**src/rtl/hht_col_fetch_sched.sv**
```systemverilog
// HHT operand fetch sequencer: walks vsize elements of ncols matrix columns and streams
// (A[i][j], v[i]) pairs to the MAC datapath with a valid/ready handshake.
module hht_col_fetch_sched #(
  parameter int unsigned AW = 32,
  parameter int unsigned DW = 32,
  parameter int unsigned CW = 16
) (
  input  logic          Clk,
  input  logic          Rst,
  input  logic          start,
  input  logic [AW-1:0] v_values_base,
  input  logic [AW-1:0] wdata_col_base,
  input  logic [AW-1:0] csize,
  input  logic [CW-1:0] vsize,
  input  logic [CW-1:0] ncols,
  output logic [AW-1:0] addr1,
  output logic [AW-1:0] addr2,
  output logic          RD,
  input  logic [DW-1:0] dataIn1,
  input  logic [DW-1:0] dataIn2,
  output logic [DW-1:0] out_a,
  output logic [DW-1:0] out_v,
  output logic          out_valid,
  input  logic          out_ready,
  output logic          out_last_elem,
  output logic          out_last_col,
  output logic          busy,
  output logic          done
);

  typedef enum logic [1:0] {StIdle, StStream, StDone} state_e;

  state_e        state_q, state_d;
  logic [AW-1:0] v_base_q, v_base_d;
  logic [AW-1:0] csize_q, csize_d;
  logic [CW-1:0] vsize_q, vsize_d;
  logic [CW-1:0] ncols_q, ncols_d;
  logic [AW-1:0] col_ptr_q, col_ptr_d;
  logic [CW-1:0] i_q, i_d;
  logic [CW-1:0] j_q, j_d;

  logic streaming;
  logic last_elem;
  logic last_col;

  assign streaming = (state_q == StStream);
  assign last_elem = (i_q == vsize_q - CW'(1));
  assign last_col  = (j_q == ncols_q - CW'(1));

  always_comb begin
    state_d   = state_q;
    v_base_d  = v_base_q;
    csize_d   = csize_q;
    vsize_d   = vsize_q;
    ncols_d   = ncols_q;
    col_ptr_d = col_ptr_q;
    i_d       = i_q;
    j_d       = j_q;

    unique case (state_q)
      StIdle: begin
        if (start) begin
          v_base_d  = v_values_base;
          csize_d   = csize;
          vsize_d   = vsize;
          ncols_d   = ncols;
          col_ptr_d = wdata_col_base;
          i_d       = '0;
          j_d       = '0;
          state_d   = (vsize == '0 || ncols == '0) ? StDone : StStream;
        end
      end
      StStream: begin
        if (out_ready) begin
          if (last_elem) begin
            // Column pointer advances by stride instead of multiplying j*csize.
            i_d       = '0;
            j_d       = j_q + CW'(1);
            col_ptr_d = col_ptr_q + csize_q;
            if (last_col) state_d = StDone;
          end else begin
            i_d = i_q + CW'(1);
          end
        end
      end
      StDone:  state_d = StIdle;
      default: state_d = StIdle;
    endcase
  end

  always_ff @(posedge Clk) begin
    if (!Rst) begin
      state_q   <= StIdle;
      v_base_q  <= '0;
      csize_q   <= '0;
      vsize_q   <= '0;
      ncols_q   <= '0;
      col_ptr_q <= '0;
      i_q       <= '0;
      j_q       <= '0;
    end else begin
      state_q   <= state_d;
      v_base_q  <= v_base_d;
      csize_q   <= csize_d;
      vsize_q   <= vsize_d;
      ncols_q   <= ncols_d;
      col_ptr_q <= col_ptr_d;
      i_q       <= i_d;
      j_q       <= j_d;
    end
  end

  // Memories are async-read, so addresses are driven straight from the counters.
  assign addr1         = streaming ? col_ptr_q + AW'(i_q) : '0;
  assign addr2         = streaming ? v_base_q + AW'(i_q) : '0;
  assign RD            = streaming;
  assign out_valid     = streaming;
  assign out_last_elem = streaming & last_elem;
  assign out_last_col  = streaming & last_col;
  assign out_a         = dataIn1;
  assign out_v         = dataIn2;
  assign busy          = streaming;
  assign done          = (state_q == StDone);

endmodule

```
**config.mk**
```make
export PLATFORM = sky130hd
export DESIGN_NAME = hht_col_fetch_sched
export DESIGN_NICKNAME = d
export VERILOG_FILES = /design/src/rtl/hht_col_fetch_sched.sv
export SDC_FILE = /design/constraint.sdc
export NUM_CORES = 1
export LEC_CHECK = 0
export ABC_AREA = 1
export BUFFER_PORTS_ARGS = -buffer_cell sky130_fd_sc_hd__clkbuf_2
export CELL_PAD_IN_SITES_DETAIL_PLACEMENT = 1
export CELL_PAD_IN_SITES_GLOBAL_PLACEMENT = 2
export CORE_UTILIZATION = 30
export CTS_CLUSTER_DIAMETER = 120
export DETAILED_ROUTE_END_ITERATION = 8
export GPL_ROUTABILITY_DRIVEN = 0
export HOLD_SLACK_MARGIN = 0.12
export PLACE_DENSITY = 0.86
export SETUP_SLACK_MARGIN = 0.3
export SYNTH_ARGS = -nofsm -noshare
export SYNTH_HDL_FRONTEND = slang
export SYNTH_SLANG_ARGS = --single-unit
```
**constraint.sdc**
```tcl
create_clock -name Clk -period 6.75 [get_ports Clk]
set_clock_uncertainty 0.2 [all_clocks]
set_input_delay 1.6875 -clock Clk [delete_from_list [all_inputs] [get_ports Clk]]
set_output_delay 1.6875 -clock Clk [all_outputs]
set_load 0.01 [all_outputs]
```
==> results.md, run 1 <==
* Number of buffers inserted by post-CTS setup repair at 0
* Async set-reset flop share out of synthesis at 0%
* FF+latch count, synth at 162
* Seq/Total Area, Yosys at 25.0%
* Slowest cell delay on critical path at 460 ps
* Number of flops mapped to enable cells by yosys at 0
* Overall die width at 210 um
* Number of levels in the clock H-tree at 4
* Synthesis warning total at 0
* Root buf cell: clkbuf_16
* Area added between synthesis and finish at 12.1%
* Global-route usage over all layers at 23.0%
* Clock-pin slew on the worst setup and hold paths at 60 ps
* Min-delay worst type: flop to flop
* Proportion of power drawn by the clock network at 30.2%
* Per-cell via count in the routed design at 5.04
* Total of cells resized after clock tree synthesis at 0
* Combinational share of power at 33.3%
* Count of buffers from port buffering at 201
* Most area-consuming cells after synthesis: dfxtp_1 (25%), nand2_1 (13%), nor2_1 (12%)
* Net Sw Power at 1270 uW
* DIE AREA at 44100 sq um
* Net switching share of the total power at 39.8%
* Detailed-router iteration count before antenna repair at 5
* Outcome: completed
* Number of global-route vias before repair at 14200
* Worst-skew pair later-pin latency at 470 ps
* I/O pin count at 330
* Main synth FF type: dfxtp_1
* Worst setup EP type: output pin
* Part of the cycle the worst path needs at 79.4%
* Residual antenna-violating net count after detailed routing at 0
* Number of distinct library cells after synthesis at 41
* Initial antenna violation count at 1
* RSZ-0062 raised after global routing: false
* Number of buffers on the longest clock path at 2
* Leakage power at 0.00650 uW
* Drt drc at 0
* Count of final setup violators at 0
* Worst-path maximum fanout at 7
* Placeable core region at 42300 sq um
* Clock tree from TritonCTS: done
* Final total negative setup slack at 0 ps
* Post-layout instance area at 14600 sq um
* Worst slew margin at 31.3%
* Overflow left after global routing at 0
* Area after detailed placement at 14000 sq um
* Wire length of the first global-routing pass at 79300 um
* Fraction of layout cells with a size suffix above 1 at 11.8%
* Worst-path cell chain: ha_1, fa_1, nand2_1, nand2_1, o21ai_0, o21ai_0, nand2_1, nand2_1, a21oi_1, inv_1, nand2_1, o21ai_0, a21oi_1, clkbuf_2
* Transition time of the tightest slew-check pin at 1030 ps
* HPWL after DPL at 39500 um
* Most frequent cell on the critical path: nand2_1
* Number of standard-cell rows in the floorplan at 75
* Hold-fix buffers at CTS at 0
* DRC marker count from the first detailed-route iteration at 744
* Num CTS Buffers at 17
* Fraction of power consumed by sequential logic at 36.5%
* Routed length per instance at 18.0 um
* Critical path required time at 4860 ps
* Peak clock frequency supported by timing at 0.187 GHz
* Fraction of synthesized cell area taken by the top area cell type at 25.0%
* Area leader, netlist: dfxtp_1
* Data arrival, critical path at 3470 ps
* Final count of pins violating max slew at 0
* Type of element launching the critical path: flop
* Routed WL at 50600 um
* Vert. Die Dim at 210 um
* Power Internal at 1920 uW
* Final core utilization at 34.4%
* Critical path type: flop to output pin
* Slowest cell on the critical path: a21oi_1
* Number of hold violations in the final report at 0
* Largest net degree at the start of global routing at 84
* Maxcap violations at 0
* Number of vias in the routed layout at 14200
* Initial standard-cell utilization of the core at 30.7%
* Peak supply drop at 0.193 mV
* Minimum clock period after layout at 5360 ps
* Total inserted antenna cells at 0
* Synthesized Nets at 2398
* Clk sinks at 162
* Avg Inst Size Synth at 6.09 sq um
* Total number of nets in the final design at 2492
* Area of the mapped netlist at 13000 sq um
* Pwr Density at 219 nW/um^2
* Number of cells produced by synthesis at 2132
cells in the mapped netlist, drive strengths merged, types with 3 or more instances:
library cell	count
a21o	3
a21oi	169
and2	3
buf	84
clkbuf	50
dfxtp	162
fa	3
ha	67
inv	167
nand2	457
nand3	119
nand3b	21
nand4	31
nor2	428
nor3	53
nor4	21
o21a	5
o21ai	197
o21bai	4
or2	4
xnor2	28
xor2	47
power groups by stage:
stage | combinational (uW) | clock (uW) | sequential (uW)
final | 1060 | 960 | 1160
after global routing | 1190 | 1020 | 1170
after CTS | 1060 | 984 | 1160
after detailed placement | 1050 | 0 | 1180
after global placement | 1020 | 0 | 1180
after floorplan | 781 | 0 | 1140
layout by cell type (no fill, tap or decap), drive strengths merged, types with 3 or more instances in the layout:
cell / count
clkinv: 4
inv: 167
nor4: 21
xor2: 47
o21a: 5
nor3: 53
ha: 67
nand3: 119
nand4: 31
clkbuf: 220
buf: 9
a21o: 3
clkinvlp: 5
fa: 3
xnor2: 28
o21ai: 197
a21oi: 169
dfxtp: 162
and2: 3
or2: 4
nand3b: 21
nor2: 428
o21bai: 4
nand2: 457
layer usage:
| layer | wire, um | up-vias | global-route usage (%) |
|---|---|---|---|
| met5 | 10 | - | 0 |
| met4 | 851 | 2 | 5.97 |
| met3 | 2200 | 50 | 3.68 |
| met2 | 21600 | 298 | 35.2 |
| met1 | 26000 | 6708 | 33.3 |
| li1 | - | 7114 | - |
cells by family (layout without fill, tap and decap cells):
family	after synthesis	after routing	synth area share [%]
simple gates	1139	1139	36.9
compound gates	384	384	15.2
buf+inv	301	406	10.9
flops	162	162	25.0
xor+xnor	75	75	5.06
fa+ha+maj	70	70	6.92
mux	1	1	0.0771
registers in the layout, indices dropped and copies added, names as in the netlist:
| name | flops |
|---|---|
| col_ptr_q | 32 |
| csize_q | 32 |
| v_base_q | 32 |
| i_q | 16 |
| j_q | 16 |
| ncols_q | 16 |
| vsize_q | 16 |
| state_q | 2 |
critical path, delay by kind of cell, from the launching register on:
family / cells / cell delay [ps]
adder cells (fa/ha/maj): 2 / 690
AO/OA/AOI/OAI: 5 / 1140
flip-flops: 1 / 430
AND/OR/NAND/NOR: 5 / 500
buffers and inverters: 2 / 270
layout make-up:
| type | count | area [sq um] |
|---|---|---|
| Inverter | 167 | 629 |
| Tap cell | 577 | 722 |
| Clock buffer | 20 | 457 |
| Sequential cell | 162 | 3240 |
| Clock inverter | 10 | 87.6 |
| Fill cell | 5587 | 27800 |
| Multi-Input combinational cell | 1669 | 8350 |
| Timing Repair Buffer | 209 | 1070 |
path summary, 6_finish.rpt:
check / start / to / slack (ps) / cells after the start
setup / recovery: i_q[0] / addr2[22] / 1390 / 14
setup reg to reg: state_q[1] / col_ptr_q[28] / 2840 / 10
hold / removal: v_base_q[31] / v_base_q[31] / 290 / 2
hold reg to reg: v_base_q[31] / v_base_q[31] / 290 / 2
metrics by stage:
step | hold slack (ps) | power [uW] | std cells | worst slack, ps
2_1_floorplan | 250 | 1920 | 2132 | 2540
3_3_place_gp | 268 | 2200 | 2784 | 2020
6_report | 288 | 3180 | 2814 | 1390
5_1_grt | 321 | 3390 | 2814 | 1070
4_1_cts | 291 | 3210 | 2814 | 1360
3_5_place_dp | 280 | 2230 | 2784 | 1900
Note: power is estimated with default switching activity, not from simulation.
==> run 2: changes to the inputs <==
--- a/config.mk
+++ b/config.mk
@@ -9,12 +9,12 @@
 export BUFFER_PORTS_ARGS = -buffer_cell sky130_fd_sc_hd__clkbuf_2
 export CELL_PAD_IN_SITES_DETAIL_PLACEMENT = 1
 export CELL_PAD_IN_SITES_GLOBAL_PLACEMENT = 2
-export CORE_UTILIZATION = 30
+export CORE_UTILIZATION = 28
 export CTS_CLUSTER_DIAMETER = 120
 export DETAILED_ROUTE_END_ITERATION = 8
 export GPL_ROUTABILITY_DRIVEN = 0
 export HOLD_SLACK_MARGIN = 0.12
-export PLACE_DENSITY = 0.86
+export PLACE_DENSITY = 0.81
 export SETUP_SLACK_MARGIN = 0.3
 export SYNTH_ARGS = -nofsm -noshare
 export SYNTH_HDL_FRONTEND = slang
==> constraint.sdc (replaced) <==
create_clock -name Clk -period 5.2 [get_ports Clk]
set_clock_uncertainty 0.2 [all_clocks]
set_input_delay 1.3 -clock Clk [delete_from_list [all_inputs] [get_ports Clk]]
set_output_delay 1.3 -clock Clk [all_outputs]
set_load 0.01 [all_outputs]
==> results.md, run 2 (synthesis results as in run 1) <==
* Placeable core region at 45600 sq um
* Drt drc at 0
* HPWL after DPL at 40800 um
* Largest registers: col_ptr_q: 32 flops, csize_q: 32 flops, v_base_q: 32 flops
* RSZ-0062 raised after global routing: true
* Fraction of layout cells with a size suffix above 1 at 12.2%
* Number of vias in the routed layout at 14300
* Wire length of the first global-routing pass at 81900 um
* Outcome: completed
* Clk sinks at 162
* Overflow left after global routing at 0
* Most common cell after layout, fill and taps aside: nand2_1
* Final total negative setup slack at 0 ps
* Pwr Density at 290 nW/um^2
* Initial antenna violation count at 1
* Global-route usage over all layers at 22.3%
* Clock-pin slew on the worst setup and hold paths at 70 ps
* Critical path required time at 3700 ps
* Worst-path maximum fanout at 6
* Number of buffers on the longest clock path at 2
* Leakage power at 0.00656 uW
* Num CTS Buffers at 17
* Count of final setup violators at 0
* Peak supply drop at 0.223 mV
* DRC marker count from the first detailed-route iteration at 799
* Part of the cycle the worst path needs at 90.1%
* Pre-CTS worst setup slack at 757 ps
* Minimum hold slack at 290 ps
* Routed WL at 52100 um
* Number of levels in the clock H-tree at 4
* I/O pin count at 330
* Number of standard cells in the layout, taps in and fillers out at 2842
* Final count of pins violating max slew at 0
* Per-cell via count in the routed design at 5.04
* Maxcap violations at 0
* Transition time of the tightest slew-check pin at 985 ps
* Worst-skew pair later-pin latency at 470 ps
* Worst slew margin at 34.3%
* Worst setup EP type: output pin
* Number of standard-cell rows in the floorplan at 78
* Number of placed instances with taps included at 2809
* Peak clock frequency supported by timing at 0.213 GHz
* Clock tree from TritonCTS: done
* PnR worst setup slack at 513 ps
* Overall die width at 217 um
* Initial standard-cell utilization of the core at 28.5%
* Final core utilization at 32.2%
* Largest net degree at the start of global routing at 89
* Hold-fix buffers at CTS at 0
* Most frequent cells in the layout: nand2_1 (451), nor2_1 (418), clkbuf_2 (200)
* Routed length per instance at 18.3 um
* Total number of nets in the final design at 2494
* Count of buffers from port buffering at 201
* Number of hold violations in the final report at 0
* Critical path type: flop to output pin
* Minimum clock period after layout at 4690 ps
* Residual antenna-violating net count after detailed routing at 0
* Root buf cell: clkbuf_16
* Number of global-route vias before repair at 14600
* Data arrival, critical path at 3190 ps
* DIE AREA at 47300 sq um
* Type of element launching the critical path: flop
* Area added between synthesis and finish at 13.1%
* Vert. Die Dim at 217 um
* Min-delay worst type: flop to flop
* Detailed-router iteration count before antenna repair at 5
-- run 2: power by group --
| part | total (uW) | leakage, uW | internal, uW | switching, uW |
|---|---|---|---|---|
| Sequential | 1510 | 0.00134 | 1360 | 146 |
| Combinational | 1390 | 0.00493 | 455 | 936 |
| Clock | 1360 | 0.000293 | 723 | 635 |
-- run 2: final cells by class --
type	count	area (sq um)
well taps	600	751
repair buffers	211	1110
diodes	1	2.50
fillers	6024	30900
multi-input cells	1669	8360
flip-flops and latches	162	3250
inverters	167	629
clock inverters	15	168
clock buffers	17	425
-- run 2: worst max-delay path: stages, from the launching register on --
cell,delay [ps]
dfxtp_2,440
ha_1,230
fa_1,230
nand2_1,60
nand3_1,60
o21ai_0,190
o21ai_1,260
nand2_1,90
nand2_1,160
a21oi_1,110
inv_1,210
nand2_1,150
o21ai_0,220
nand2_1,70
nor2_1,100
clkbuf_2,140
-- run 2: what timing repair did --
item | in CTS | in global routing
hold endpoints to repair | 0 | 0
pin swaps | 0 | 0
endpoints found under the setup margin | 4 | 6
buffers inserted | 0 | 0
resized for setup | 2 | 4
-- run 2: final timing paths --
path / from / endpoint / slack (ps) / cells past startpoint
min: v_base_q[31] / v_base_q[31] / 290 / 2
max: i_q[0] / addr1[26] / 510 / 15
min reg2reg: v_base_q[31] / v_base_q[31] / 290 / 2
max reg2reg: state_q[1] / col_ptr_q[28] / 1720 / 9
-- run 2: per-stage QoR --
step	total power, uW	area, sq um
final	4260	14700
after global routing	4540	14700
after CTS	4310	14700
after detailed placement	2920	14100
after global placement	2880	14100
after floorplan	2490	13000
-- run 2: metal layers --
metal / track usage, % / wire length (um) / part of all wire [%] / vias up
met2: 35.0 / 22500 / 43 / 264
met1: 31.5 / 26700 / 51 / 6908
li1: - / - / - / 7110
met3: 3.26 / 2160 / 4.1 / 31
met4: 5.92 / 797 / 1.5 / 0
met5: 0 / 0 / 0 / -
==> run 3: changes to the inputs <==
--- a/config.mk
+++ b/config.mk
@@ -14,7 +14,7 @@
 export DETAILED_ROUTE_END_ITERATION = 8
 export GPL_ROUTABILITY_DRIVEN = 0
 export HOLD_SLACK_MARGIN = 0.12
-export PLACE_DENSITY = 0.81
+export PLACE_DENSITY_LB_ADDON = 0.1
 export SETUP_SLACK_MARGIN = 0.3
 export SYNTH_ARGS = -nofsm -noshare
 export SYNTH_HDL_FRONTEND = slang
==> results.md, run 3 (synthesis results as in run 1) <==
* Overall die width at 217 um
* HPWL after DPL at 42700 um
* Final count of pins violating max slew at 0
* Transition time of the tightest slew-check pin at 1060 ps
* Area added between synthesis and finish at 13.2%
* Number of buffers on the longest clock path at 2
* Fraction of layout cells with a size suffix above 1 at 12.7%
* Drt drc at 0
* Fraction of power consumed by sequential logic at 36.1%
* Placeable core region at 45600 sq um
* Maxcap violations at 0
* Number of vias in the routed layout at 14200
* Worst R2R Path Depth at 18
* Per-cell via count in the routed design at 5.00
* Critical path type: flop to output pin
* Minimum clock period after layout at 4690 ps
* Number of hold violations in the final report at 0
* Overflow left after global routing at 0
* Peak clock frequency supported by timing at 0.213 GHz
* Initial antenna violation count at 0
* Number of standard-cell rows in the floorplan at 78
* Critical path required time at 3700 ps
* Root buf cell: clkbuf_16
* Combinational share of power at 33.5%
* Min-delay worst type: flop to flop
* Count of final setup violators at 0
* Clk sinks at 162
* Num CTS Buffers at 17
* Largest net degree at the start of global routing at 78
* Proportion of power drawn by the clock network at 30.4%
* Total number of nets in the final design at 2501
* Net switching share of the total power at 41.2%
* Peak supply drop at 0.152 mV
* Routed length per instance at 18.8 um
* Routed WL at 53600 um
* DIE AREA at 47300 sq um
* Residual antenna-violating net count after detailed routing at 0
* Count of buffers from port buffering at 201
* Type of element launching the critical path: flop
* Clock-pin slew on the worst setup and hold paths at 70 ps
* Number of levels in the clock H-tree at 4
* Global-route usage over all layers at 22.9%
* Vert. Die Dim at 217 um
* Fill cell total of the finished layout at 5994
* Worst-skew pair later-pin latency at 500 ps
* Detailed-router iteration count before antenna repair at 4
* Final total negative setup slack at 0 ps
* Number of cells on the worst hold path at 2
* Data arrival, critical path at 3190 ps
* Worst setup EP type: output pin
* Most frequent cells in the layout: nand2_1 (451), nor2_1 (418), clkbuf_2 (200)
* Leakage power at 0.00655 uW
* I/O pin count at 330
* Most common cell after layout, fill and taps aside: nand2_1
* DRC marker count from the first detailed-route iteration at 658
* Initial standard-cell utilization of the core at 28.5%
* RSZ-0062 raised after global routing: false
* Area after detailed placement at 14100 sq um
* Net Sw Power at 1730 uW
* Largest registers: col_ptr_q: 32 flops, csize_q: 32 flops, v_base_q: 32 flops
* Post-layout instance area at 14700 sq um
* Pwr Density at 285 nW/um^2
* Power Internal at 2460 uW
* Clock tree from TritonCTS: done
* Worst slew margin at 29.2%
* Total inserted antenna cells at 0
* Number of global-route vias before repair at 14000
* Worst-path maximum fanout at 6
* Part of the cycle the worst path needs at 90.1%
* Outcome: completed
* Wire length of the first global-routing pass at 82200 um
[run 3: cell types whose count changed in the layout (fill, tap and decap cells not counted), sizes merged]
cell | before | now
clkbuf | 217 | 219
clkinvlp | 1 | 6
inv | 177 | 172
diode | 1 | 0
bufinv | 2 | 0
buf | 11 | 18
[run 3: cell type report]
class | count | area (sq um) | area share (%)
multi-input combinational | 1669 | 8390 | 57.0
tap | 600 | 751 | 5.10
sequential | 162 | 3250 | 22.1
timing repair buffer | 218 | 1140 | 7.72
clock buffer | 19 | 453 | 3.08
clock inverter | 13 | 103 | 0.698
inverter | 167 | 629 | 4.28
[run 3: worst paths after layout]
check                                   from            end  slack (ps)
worst max-delay path                  i_q[4]      addr1[25]         510
worst min-delay path            v_base_q[31]   v_base_q[31]         280
worst max register to register    vsize_q[0]  col_ptr_q[19]        1910
worst min register to register  v_base_q[31]   v_base_q[31]         280
[run 3: worst max-delay path: stages, from the launching register on]
cell      delay (ps)
dfxtp_1          450
ha_1             440
a21oi_1           90
o211ai_1         360
inv_1            100
o21ai_0          470
nand3_1          290
nand3_1          140
nand2_1           70
nor2_1           110
clkbuf_2         170
[run 3: metal layers]
layer	track usage (%)	wire length (um)	up-vias
li1	-	-	7133
met1	33.8	28700	6813
met2	33.8	22200	259
met3	4.10	1890	39
met4	6.06	811	0
met5	0	0	-
[run 3: through the flow]
stage               cells  setup WS [ps]  util (%)  hold slack (ps)  total power (uW)
global placement     2814            663      30.9              266              2920
global route         2848            293      32.3              319              4480
finish               2848            514      32.3              284              4190
CTS                  2846            356      32.2              292              4250
floorplan            2132           1370         -              250              2490
detailed placement   2814            567      30.9              279              2940
[run 3: what timing repair did]
| item | in CTS | in global routing |
|---|---|---|
| buffers inserted | 0 | 2 |
| setup endpoints to repair | 14 | 15 |
| pin swaps | 0 | 1 |
| gates resized for setup | 6 | 8 |
| hold buffers | 0 | 0 |
[run 3: power groups by stage]
stage	combinational [uW]	sequential (uW)	clock (uW)
after floorplan	1010	1470	0
after global placement	1380	1540	0
after detailed placement	1400	1540	0
after CTS	1410	1510	1320
after global routing	1590	1530	1360
final	1400	1510	1270
